**src/rtl/aes_io_ctrl.sv**
```systemverilog
// Byte-serial front/back end for the 2-share AES core: masks plaintext, streams shares+key, gathers ciphertext shares.
// Latency: 16 load cycles after accept; OutValidxSO rises 16 cycles after the core's first DonexSI in WAIT.
// Backpressure: one job in flight; InReadyxSO only in IDLE; ciphertext held while OutReadyxSI is low.
// Option: define AES_IO_UNMASK_EN to return the recombined ciphertext on CtxDO0 (CtxDO1 = 0).
module aes_io_ctrl (
  input  logic         ClkxCI,
  input  logic         RstxBI,
  input  logic         InValidxSI,
  output logic         InReadyxSO,
  input  logic [127:0] PtxDI,
  input  logic [127:0] KeyxDI,
  input  logic [127:0] RndxDI,
  output logic         OutValidxSO,
  input  logic         OutReadyxSI,
  output logic [127:0] CtxDO0,
  output logic [127:0] CtxDO1,
  output logic         BusyxSO,
  output logic         StartxSO,
  output logic [7:0]   PTxDO0,
  output logic [7:0]   PTxDO1,
  output logic [7:0]   KxDO,
  input  logic         DonexSI,
  input  logic [7:0]   CxDI0,
  input  logic [7:0]   CxDI1
);

  typedef enum logic [2:0] {
    S_IDLE,
    S_LOAD,
    S_WAIT,
    S_COLLECT,
    S_OUT
  } state_t;

  state_t         state_q, state_d;
  logic [3:0]     cnt_q, cnt_d;
  logic           start_q, start_d;
  logic [127:0]   sh0_q, sh0_d;
  logic [127:0]   sh1_q, sh1_d;
  logic [127:0]   kr_q, kr_d;
  logic [127:0]   cr0_q, cr0_d;
  logic [127:0]   cr1_q, cr1_d;
  logic [127:0]   cr0_shift, cr1_shift;

  // Ciphertext bytes arrive MSB-first, so each new byte enters at the bottom.
  assign cr0_shift = {cr0_q[119:0], CxDI0};
  assign cr1_shift = {cr1_q[119:0], CxDI1};

  // Next-state and datapath update; every register holds unless its state says otherwise.
  always_comb begin
    state_d = state_q;
    cnt_d   = cnt_q;
    start_d = 1'b0;
    sh0_d   = sh0_q;
    sh1_d   = sh1_q;
    kr_d    = kr_q;
    cr0_d   = cr0_q;
    cr1_d   = cr1_q;
    case (state_q)
      S_IDLE: begin
        if (InValidxSI) begin
          // Only the two shares are kept; the bare plaintext never reaches a flop.
          sh0_d   = RndxDI;
          sh1_d   = PtxDI ^ RndxDI;
          kr_d    = KeyxDI;
          cnt_d   = 4'd0;
          start_d = 1'b1;
          state_d = S_LOAD;
        end
      end
      S_LOAD: begin
        // Zero-fill leaves the shift registers clear once all 16 bytes are out,
        // which keeps the core byte outputs at zero outside LOAD.
        sh0_d = {sh0_q[119:0], 8'h00};
        sh1_d = {sh1_q[119:0], 8'h00};
        kr_d  = {kr_q[119:0], 8'h00};
        cnt_d = cnt_q + 4'd1;
        if (cnt_q == 4'd15) begin
          state_d = S_WAIT;
        end
      end
      S_WAIT: begin
        if (DonexSI) begin
          cr0_d   = cr0_shift;
          cr1_d   = cr1_shift;
          cnt_d   = 4'd1;
          state_d = S_COLLECT;
        end
      end
      S_COLLECT: begin
        cr0_d = cr0_shift;
        cr1_d = cr1_shift;
        cnt_d = cnt_q + 4'd1;
        if (cnt_q == 4'd15) begin
`ifdef AES_IO_UNMASK_EN
          // Shares are combined into a register on the way into OUT.
          cr0_d = cr0_shift ^ cr1_shift;
          cr1_d = '0;
`endif
          state_d = S_OUT;
        end
      end
      S_OUT: begin
        if (OutReadyxSI) begin
          cr0_d   = '0;
          cr1_d   = '0;
          state_d = S_IDLE;
        end
      end
      default: begin
        state_d = S_IDLE;
      end
    endcase
  end

  // State and data registers with synchronous active-low reset.
  always_ff @(posedge ClkxCI) begin
    if (!RstxBI) begin
      state_q <= S_IDLE;
      cnt_q   <= 4'd0;
      start_q <= 1'b0;
      sh0_q   <= '0;
      sh1_q   <= '0;
      kr_q    <= '0;
      cr0_q   <= '0;
      cr1_q   <= '0;
    end else begin
      state_q <= state_d;
      cnt_q   <= cnt_d;
      start_q <= start_d;
      sh0_q   <= sh0_d;
      sh1_q   <= sh1_d;
      kr_q    <= kr_d;
      cr0_q   <= cr0_d;
      cr1_q   <= cr1_d;
    end
  end

  assign InReadyxSO  = (state_q == S_IDLE);
  assign BusyxSO     = (state_q != S_IDLE);
  assign OutValidxSO = (state_q == S_OUT);
  assign StartxSO    = start_q;
  assign PTxDO0      = sh0_q[127:120];
  assign PTxDO1      = sh1_q[127:120];
  assign KxDO        = kr_q[127:120];
  assign CtxDO0      = cr0_q;
  assign CtxDO1      = cr1_q;

endmodule

```
**config.mk**
```make
export PLATFORM = sky130hd
export DESIGN_NAME = aes_io_ctrl
export DESIGN_NICKNAME = d
export VERILOG_FILES = /design/src/rtl/aes_io_ctrl.sv
export SDC_FILE = /design/constraint.sdc
export NUM_CORES = 1
export LEC_CHECK = 0
export BUFFER_PORTS_ARGS = -buffer_cell sky130_fd_sc_hd__buf_2
export CELL_PAD_IN_SITES_DETAIL_PLACEMENT = 0
export CELL_PAD_IN_SITES_GLOBAL_PLACEMENT = 2
export CORE_ASPECT_RATIO = 1.2
export CORE_MARGIN = 5
export CORE_UTILIZATION = 33
export CTS_BUF_LIST = sky130_fd_sc_hd__clkbuf_4
export DETAILED_ROUTE_END_ITERATION = 8
export HOLD_SLACK_MARGIN = 0.15
export PLACE_DENSITY = 0.83
export SETUP_SLACK_MARGIN = 0.15
export SLEW_MARGIN = 25
export SYNTH_ARGS = -nofsm -noshare
export SYNTH_HDL_FRONTEND = slang
export SYNTH_SLANG_ARGS = --single-unit
```
**constraint.sdc**
```tcl
create_clock -name ClkxCI -period 1.9 [get_ports ClkxCI]
set_input_delay 0.095 -clock ClkxCI [delete_from_list [all_inputs] [get_ports ClkxCI]]
set_output_delay 0.095 -clock ClkxCI [all_outputs]
set_load 0.02 [all_outputs]
```
==> results.txt, run 1 <==
Sw power = 13.1 mW
Largest family of logic cells by synthesized area = simple AND/OR/NAND/NOR gates
Worst setup path category = reg -> reg
Fillers = 6976
TritonCTS clock tree = built
Most frequent cells in the layout = dlygate4sd3_1, nor2b_1, buf_2, dfxtp_1, nand2_1
Layout cell share with drive strength beyond 1 = 0.415
Total number of vias = 32900
Final Instance Area = 0.0561 sq mm
Worst Setup SP = state_q[2]$_SDFFE_PN0P_
Worst Tran Pin Value = 0.595 ns
Placed cell area = 0.0352 sq mm
Adder-cell share of the synthesized area = 0.000416
Grt total ovfl = 0
Starting Density = 0.332
Max VDD drop = 0.000592 V
Rel. slew slack = 0.600
CTS Buf Count = 178
Commonest non-fill, non-tap cell in the layout = dlygate4sd3_1
Switching share of power = 0.318
Synthesized area = 0.0301 sq mm
Crit path launch type = flip-flop
Number of endpoints failing setup at the final stage = 619
Vias per inst = 5.04
Async SR Flop Fraction = 0
Worst-path fanout max = 7
Fin util = 0.620
Multi-input logic area = 0.0192 sq mm
Top cells by area, synth = dfxtp_1, nor2b_1, nand2_1
Antenna-violating nets left = 0
Mux cell area share after synthesis = 0.0856
Wire per inst = 21.7 um
Yosys reg bits = 648
Worst-Skew Late Latency = 1.05 ns
Critical Path AT = 3.16 ns
CTS Sinks = 648
Internal reg-to-reg setup slack = -0.34 ns
Synth Area in XOR/XNOR = 0.0376
Ports = 689
Pleak = 25.6 nW
Fin Hold WS = 0.317 ns
Final WL = 141 mm
Die W = 286 um
Max Transition Viols Final = 0
Area share of and/or/nand/nor cells after synthesis = 0.248
First-pass GRT wire length = 196 mm
Clk buf depth = 3
Sequential power share = 0.374
RD Place Congestion = 0.813
Comb power frac = 0.295
Vias in the first global route = 33500
P&R area growth vs syn = 86.7%
RSZ-0062 raised after global routing = yes
Syn Inst Count = 3419
Critical Path End Type = flip-flop
CP Data Required Time = 2.83 ns
Failing checks = setup timing
Die area = 0.0973 sq mm
Synth Area in Compound Gates = 0.146
Worst Hold Class = in -> reg
Final HPWL DP = 74.4 mm
Syn_nets = 3825
Total power = 41.2 mW
# H-tree levels = 4
Fmax = 447 MHz
Port bufs = 688
Final hold viol count = 0
Reg clk slew, reported paths = 0.08 ns
Final std cells w/o fill = 6528
Clock Power Share = 0.332
Row count = 121
Fin crit share = 1.18
Yosys warnings = 0
Initial antenna violation count = 19
Die Y = 341 um
Yosys top cell area share = 0.432
Mean area per synthesized cell = 8.79 sq um
Largest net degree at the start of global routing = 89
Nets = 5609
Yosys cell types = 40
Worst setup margin = -0.336 ns
R2r worst-path depth = 12
Drt initial violations = 2146
CP endpoint = sh1_q[49]$_SDFFE_PN0P_
Root buf cell = clkbuf_4
Max-cap violations = 0
Fin crit period = 2.24 ns
Sequential share of the synthesized area = 0.432
DP Cell Count = 5079
EDFF count, synth = 0
Hold depth = 7
Total global-route track usage = 0.254
Status = complete, but fails checks
Pwr/cell area = 734 mW/mm^2
Leading area contributor after synthesis = dfxtp_1
# DRC = 0
Synth Flop Type = dfxtp_1
Pre-Repair DR Iteration Count = 7
Worst clock skew = 0.0862 ns
Internal power = 28.1 mW
FF+latch area = 0.0133 sq mm
Core Region = 0.0905 sq mm
Reg2reg start = state_q[2]$_SDFFE_PN0P_
Reg-to-Reg End = sh1_q[49]$_SDFFE_PN0P_
-- worst min path at each step --
| stage | startpoint | to | slack (ns) |
|---|---|---|---|
| after global placement | KeyxDI[2] | kr_q[2]$_SDFFE_PN0P_ | 0.35 |
| after CTS | PtxDI[107] | sh1_q[107]$_SDFFE_PN0P_ | 0.17 |
| after floorplan | KeyxDI[0] | kr_q[0]$_SDFFE_PN0P_ | 0.23 |
| after detailed placement | KeyxDI[2] | kr_q[2]$_SDFFE_PN0P_ | 0.34 |
| final | PtxDI[107] | sh1_q[107]$_SDFFE_PN0P_ | 0.32 |
| after global routing | RndxDI[69] | sh1_q[69]$_SDFFE_PN0P_ | 0.25 |
-- state kept, by name, summed over array words and instances (netlist names) --
register and cells:
CtxDO0 128, CtxDO1 128, kr_q 128, sh0_q 128, sh1_q 128, cnt_q 4
state_q 3, StartxSO 1
-- metrics by stage --
step	setup TNS (ns)	setup slack, ns
2_1_floorplan	0	0.219
3_3_place_gp	0	0.0254
3_5_place_dp	-0.000163	-0.000163
4_1_cts	-59.27	-0.484
5_1_grt	-122.70	-0.460
6_report	-78.25	-0.336
-- kinds of logic (layout without fill, tap and decap cells) --
kind of cell,after synthesis,count (layout)
AOI/OAI and AO/OA,524,524
xor gates and xnor gates,129,129
adders and majority gates,1,1
buffers and inverters,321,2238
DFF,648,648
muxes,257,257
other,0,24
and+or+nand+nor,1539,1539
-- worst max-delay path: stages, from the launching register on --
cell and delay [ns]:
dfxtp_2 0.34, buf_6 0.11, buf_6 0.10, or3b_4 0.43
buf_12 0.15, buf_6 0.11, buf_12 0.14, buf_16 0.15
buf_12 0.13, buf_16 0.13, nand2_4 0.05, o211ai_1 0.11
a21boi_1 0.21
-- cell usage after synthesis (2+ instances only) --
cell type and n:
buf_1 22, a21o_1 2, nand3_1 269, nor2b_1 515, nand2b_1 3, dfxtp_1 648
xnor2_1 128, a21boi_0 22, a211oi_1 8, o221a_2 2, a21boi_1 80, mux2i_1 257
clkbuf_1 156, o21ai_0 48, nand2_1 733, nor2_1 13, o211a_1 241, buf_6 4
a21oi_1 16, inv_1 2, o211ai_1 97, buf_2 88, buf_4 48
-- power groups by stage --
stage | combinational, mW | sequential [mW] | clock, mW
2_1_floorplan | 4.20 | 15.5 | 0
4_1_cts | 9.47 | 15.3 | 13.9
3_3_place_gp | 6.49 | 15.6 | 0
3_5_place_dp | 6.53 | 15.6 | 0
6_report | 12.1 | 15.4 | 13.6
5_1_grt | 12.8 | 15.5 | 14.8
-- metal layers --
layer  routed length (um)  part of all wire  GRT usage
met1                55100              0.39      0.297
met2                70700              0.50      0.440
met3                 7320             0.052     0.0518
met4                 8200             0.058      0.126
met5                   27           0.00019          0
-- area by class of cell --
class,count,share of cell area
Clock inverter,35,0.00493
Tap cell,1168,0.0260
Inverter,2,0.000223
Clock buffer,278,0.0372
Multi-Input combinational cell,2450,0.342
Antenna cell,24,0.00107
Sequential cell,648,0.237
Timing Repair Buffer,1923,0.352
-- repair_timing --
item / CTS / global route
gates resized for setup: 689 / 1028
hold buffers: 812 / 0
hold endpoints to repair: 648 / 0
setup buffers: 164 / 24
setup endpoints to repair: 667 / 765
pin swaps: 71 / 357
gates cloned: 64 / 48
(Power assumes the default switching activity.)
==> run 2, diff against run 1 <==
--- a/config.mk
+++ b/config.mk
@@ -16,6 +16,7 @@
 export HOLD_SLACK_MARGIN = 0.15
 export PLACE_DENSITY = 0.83
 export SETUP_SLACK_MARGIN = 0.15
+export SKIP_LAST_GASP = 1
 export SLEW_MARGIN = 25
 export SYNTH_ARGS = -nofsm -noshare
 export SYNTH_HDL_FRONTEND = slang
==> constraint.sdc (replaced) <==
create_clock -name ClkxCI -period 1.9 [get_ports ClkxCI]
set_input_delay 0.57 -clock ClkxCI [delete_from_list [all_inputs] [get_ports ClkxCI]]
set_output_delay 0.57 -clock ClkxCI [all_outputs]
set_load 0.02 [all_outputs]
==> run 2 against run 1 <==
The flow still finishes with violations (setup timing). Critical path type unchanged. Critical path depth unchanged. Count of clock-buffer cells in the layout decreased by 7. Largest cell class is now multi-input gates. Non-clock buffer count decreased by 336. Routed wire length decreased by 10%.
==> results.txt, run 2 (same netlist as run 1, synthesis figures left out) <==
Status = complete, but fails checks
Failing checks = setup timing
Worst clock skew = 0.0626 ns (-0.0236 ns)
Core Region = 0.0905 sq mm (unchanged)
Vias in the first global route = 30900 (-7.7%)
Nets = 5275 (-6.0%)
Reg2reg start = state_q[2]$_SDFFE_PN0P_
Largest net degree at the start of global routing = 122 (+37%)
Worst-Skew Late Latency = 1.01 ns (-0.04 ns)
Pre-Repair DR Iteration Count = 5 (-2)
RSZ-0062 raised after global routing = yes
CP Data Required Time = 2.75 ns (-0.08 ns)
CTS Buf Count = 180 (+1.1%)
Antenna-violating nets left = 0 (unchanged)
Max VDD drop = 0.000502 V (-15%)
WL met3 = 6.12 mm (-16%)
Ports = 689 (unchanged)
Row count = 121 (unchanged)
Hold depth = 4 (-3)
TritonCTS clock tree = built
Multi-input logic area = 0.0171 sq mm (-11%)
Final HPWL DP = 75.0 mm (+0.72%)
Die area = 0.0973 sq mm (unchanged)
Worst Hold Class = in -> reg
Drt initial violations = 1883 (-12%)
Pwr/cell area = 760 mW/mm^2 (+3.6%)
Initial antenna violation count = 11 (-8)
# H-tree levels = 4 (unchanged)
First-pass GRT wire length = 180 mm (-8.3%)
Final hold viol count = 0 (unchanged)
Pleak = 23.2 nW (-9.4%)
Top sig layer = met5
RD Place Congestion = 0.817 (+0.53%)
P&R area growth vs syn = 66.9%
Grt total ovfl = 0 (unchanged)
Starting Density = 0.332 (unchanged)
Met1 Wirelength = 52.5 mm (-4.8%)
Fin crit period = 2.62 ns (+0.380 ns)
Rel. slew slack = 0.655 (+0.0546)
Worst-path fanout max = 7 (unchanged)
Hold_sp = RndxDI[2]
Clk buf depth = 3 (unchanged)
# DRC = 0 (unchanged)
Total number of vias = 30300 (-8.1%)
Critical Path AT = 3.47 ns (+0.31 ns)
Fmax = 382 MHz (-15%)
Most frequent cells in the layout = nand2_1, nor2b_1, dlygate4sd3_1, buf_2, dfxtp_1
Max-cap violations = 0 (unchanged)
Fin crit share = 1.38 (+0.200)
CTS Sinks = 648 (unchanged)
Crit path launch type = flip-flop
Worst Tran Pin Value = 0.515 ns (-0.0799 ns)
Vias per inst = 4.90 (-2.8%)
Die W = 286 um (unchanged)
Layout cell share with drive strength beyond 1 = 0.402 (-0.0126)
Number of endpoints failing setup at the final stage = 930 (+50%)
Fin util = 0.554 (-0.0657)
Wire per inst = 20.5 um (-5.2%)
R2r worst-path depth = 12 (unchanged)
Total global-route track usage = 0.233 (-0.0202)
Root buf cell = clkbuf_4
Max Transition Viols Final = 0 (unchanged)
Reg clk slew, reported paths = 0.07 ns (about the same)
Final WL = 127 mm (-10%)
Routed wl met2 = 62.6 mm (-12%)
Internal reg-to-reg setup slack = -0.72 ns (-0.38 ns)
FF+latch area = 0.0134 sq mm (+0.82%)
Worst setup path category = reg -> reg
Reg-to-Reg End = sh1_q[110]$_SDFFE_PN0P_
Hold Path End = sh0_q[2]$_SDFFE_PN0P_
Commonest non-fill, non-tap cell in the layout = nand2_1
Total power = 38.1 mW (-7.3%)
Fillers = 7973 (+14%)
Critical Path End Type = flip-flop
Die Y = 341 um (unchanged)
Worst setup margin = -0.716 ns (-0.380 ns)
Port bufs = 688 (unchanged)
-- run 2: changes by cell type in the layout (fill, tap and decap cells not counted), sizes merged --
cell | previous run | this run
clkinvlp | 2 | 5
buf | 1078 | 1134
bufinv | 4 | 1
clkinv | 21 | 26
diode | 24 | 11
bufbuf | 1 | 6
inv | 10 | 8
dlygate4sd3 | 811 | 408
clkbuf | 311 | 310
-- run 2: timing repair --
| item | 4_1_cts | 5_1_grt |
|---|---|---|
| gates resized for setup | 953 | 463 |
| buffers inserted | 233 | 27 |
| gates cloned | 30 | 54 |
| endpoints found under the hold margin | 588 | 0 |
| hold buffers | 408 | 0 |
| pin swaps | 6 | 206 |
| setup endpoints to repair | 740 | 931 |
-- run 2: final cells by class --
class                           instances  area share
Multi-Input combinational cell       2450       0.341
Timing Repair Buffer                 1587       0.317
Sequential cell                       648       0.267
Clock buffer                          271      0.0406
Tap cell                             1168      0.0291
Clock inverter                         38     0.00437
Antenna cell                           11    0.000549
Inverter                                2    0.000150
-- run 2: critical path: stages (launching register included) --
cell and delay (ns):
dfxtp_2 0.34, buf_6 0.11, buf_6 0.10, buf_6 0.10
buf_6 0.10, buf_6 0.10, buf_6 0.10, buf_6 0.11
or3b_4 0.51, buf_12 0.20, buf_6 0.12, o211ai_1 0.44
a21boi_1 0.11
-- run 2: per-layer routing --
layer  vias to the layer above  track usage
met1                     14500        0.278
li1                      14600            -
met3                       271       0.0478
met2                       884        0.401
met4                         2        0.112
met5                         -            0
-- run 2: worst max path at each step --
| stage | startpoint | to | cells after the start |
|---|---|---|---|
| 4_1_cts | state_q[1]$_SDFFE_PN0P_ | OutValidxSO | 4 |
| 6_report | state_q[2]$_SDFFE_PN0P_ | sh1_q[110]$_SDFFE_PN0P_ | 12 |
| 3_3_place_gp | state_q[1]$_SDFFE_PN0P_ | CtxDO1[18]$_SDFFE_PN0P_ | 8 |
| 3_5_place_dp | state_q[1]$_SDFFE_PN0P_ | CtxDO1[18]$_SDFFE_PN0P_ | 8 |
| 2_1_floorplan | state_q[1]$_SDFFE_PN0P_ | OutValidxSO | 3 |
| 5_1_grt | state_q[1]$_SDFFE_PN0P_ | OutValidxSO | 4 |
-- run 2: report_power, final --
| group | total (mW) | switching (mW) | internal, mW |
|---|---|---|---|
| combinational | 9.88 | 4.88 | 5.00 |
| sequential | 15.4 | 0.670 | 14.7 |
| clock | 12.9 | 6.27 | 6.62 |
-- run 2: per-stage QoR --
stage          std cells  TNS (ns)  area (sq um)  setup WS, ns  hold slack [ns]
2_1_floorplan       3419         0         30100         0.183            0.431
3_5_place_dp        5103         0         35500        0.0353            0.442
4_1_cts             6083   -384.61         47000        -0.816            0.224
6_report            6175   -388.32         50200        -0.716            0.399
3_3_place_gp        5103         0         35500        0.0370            0.437
5_1_grt             6171   -474.60         50200        -0.778            0.289
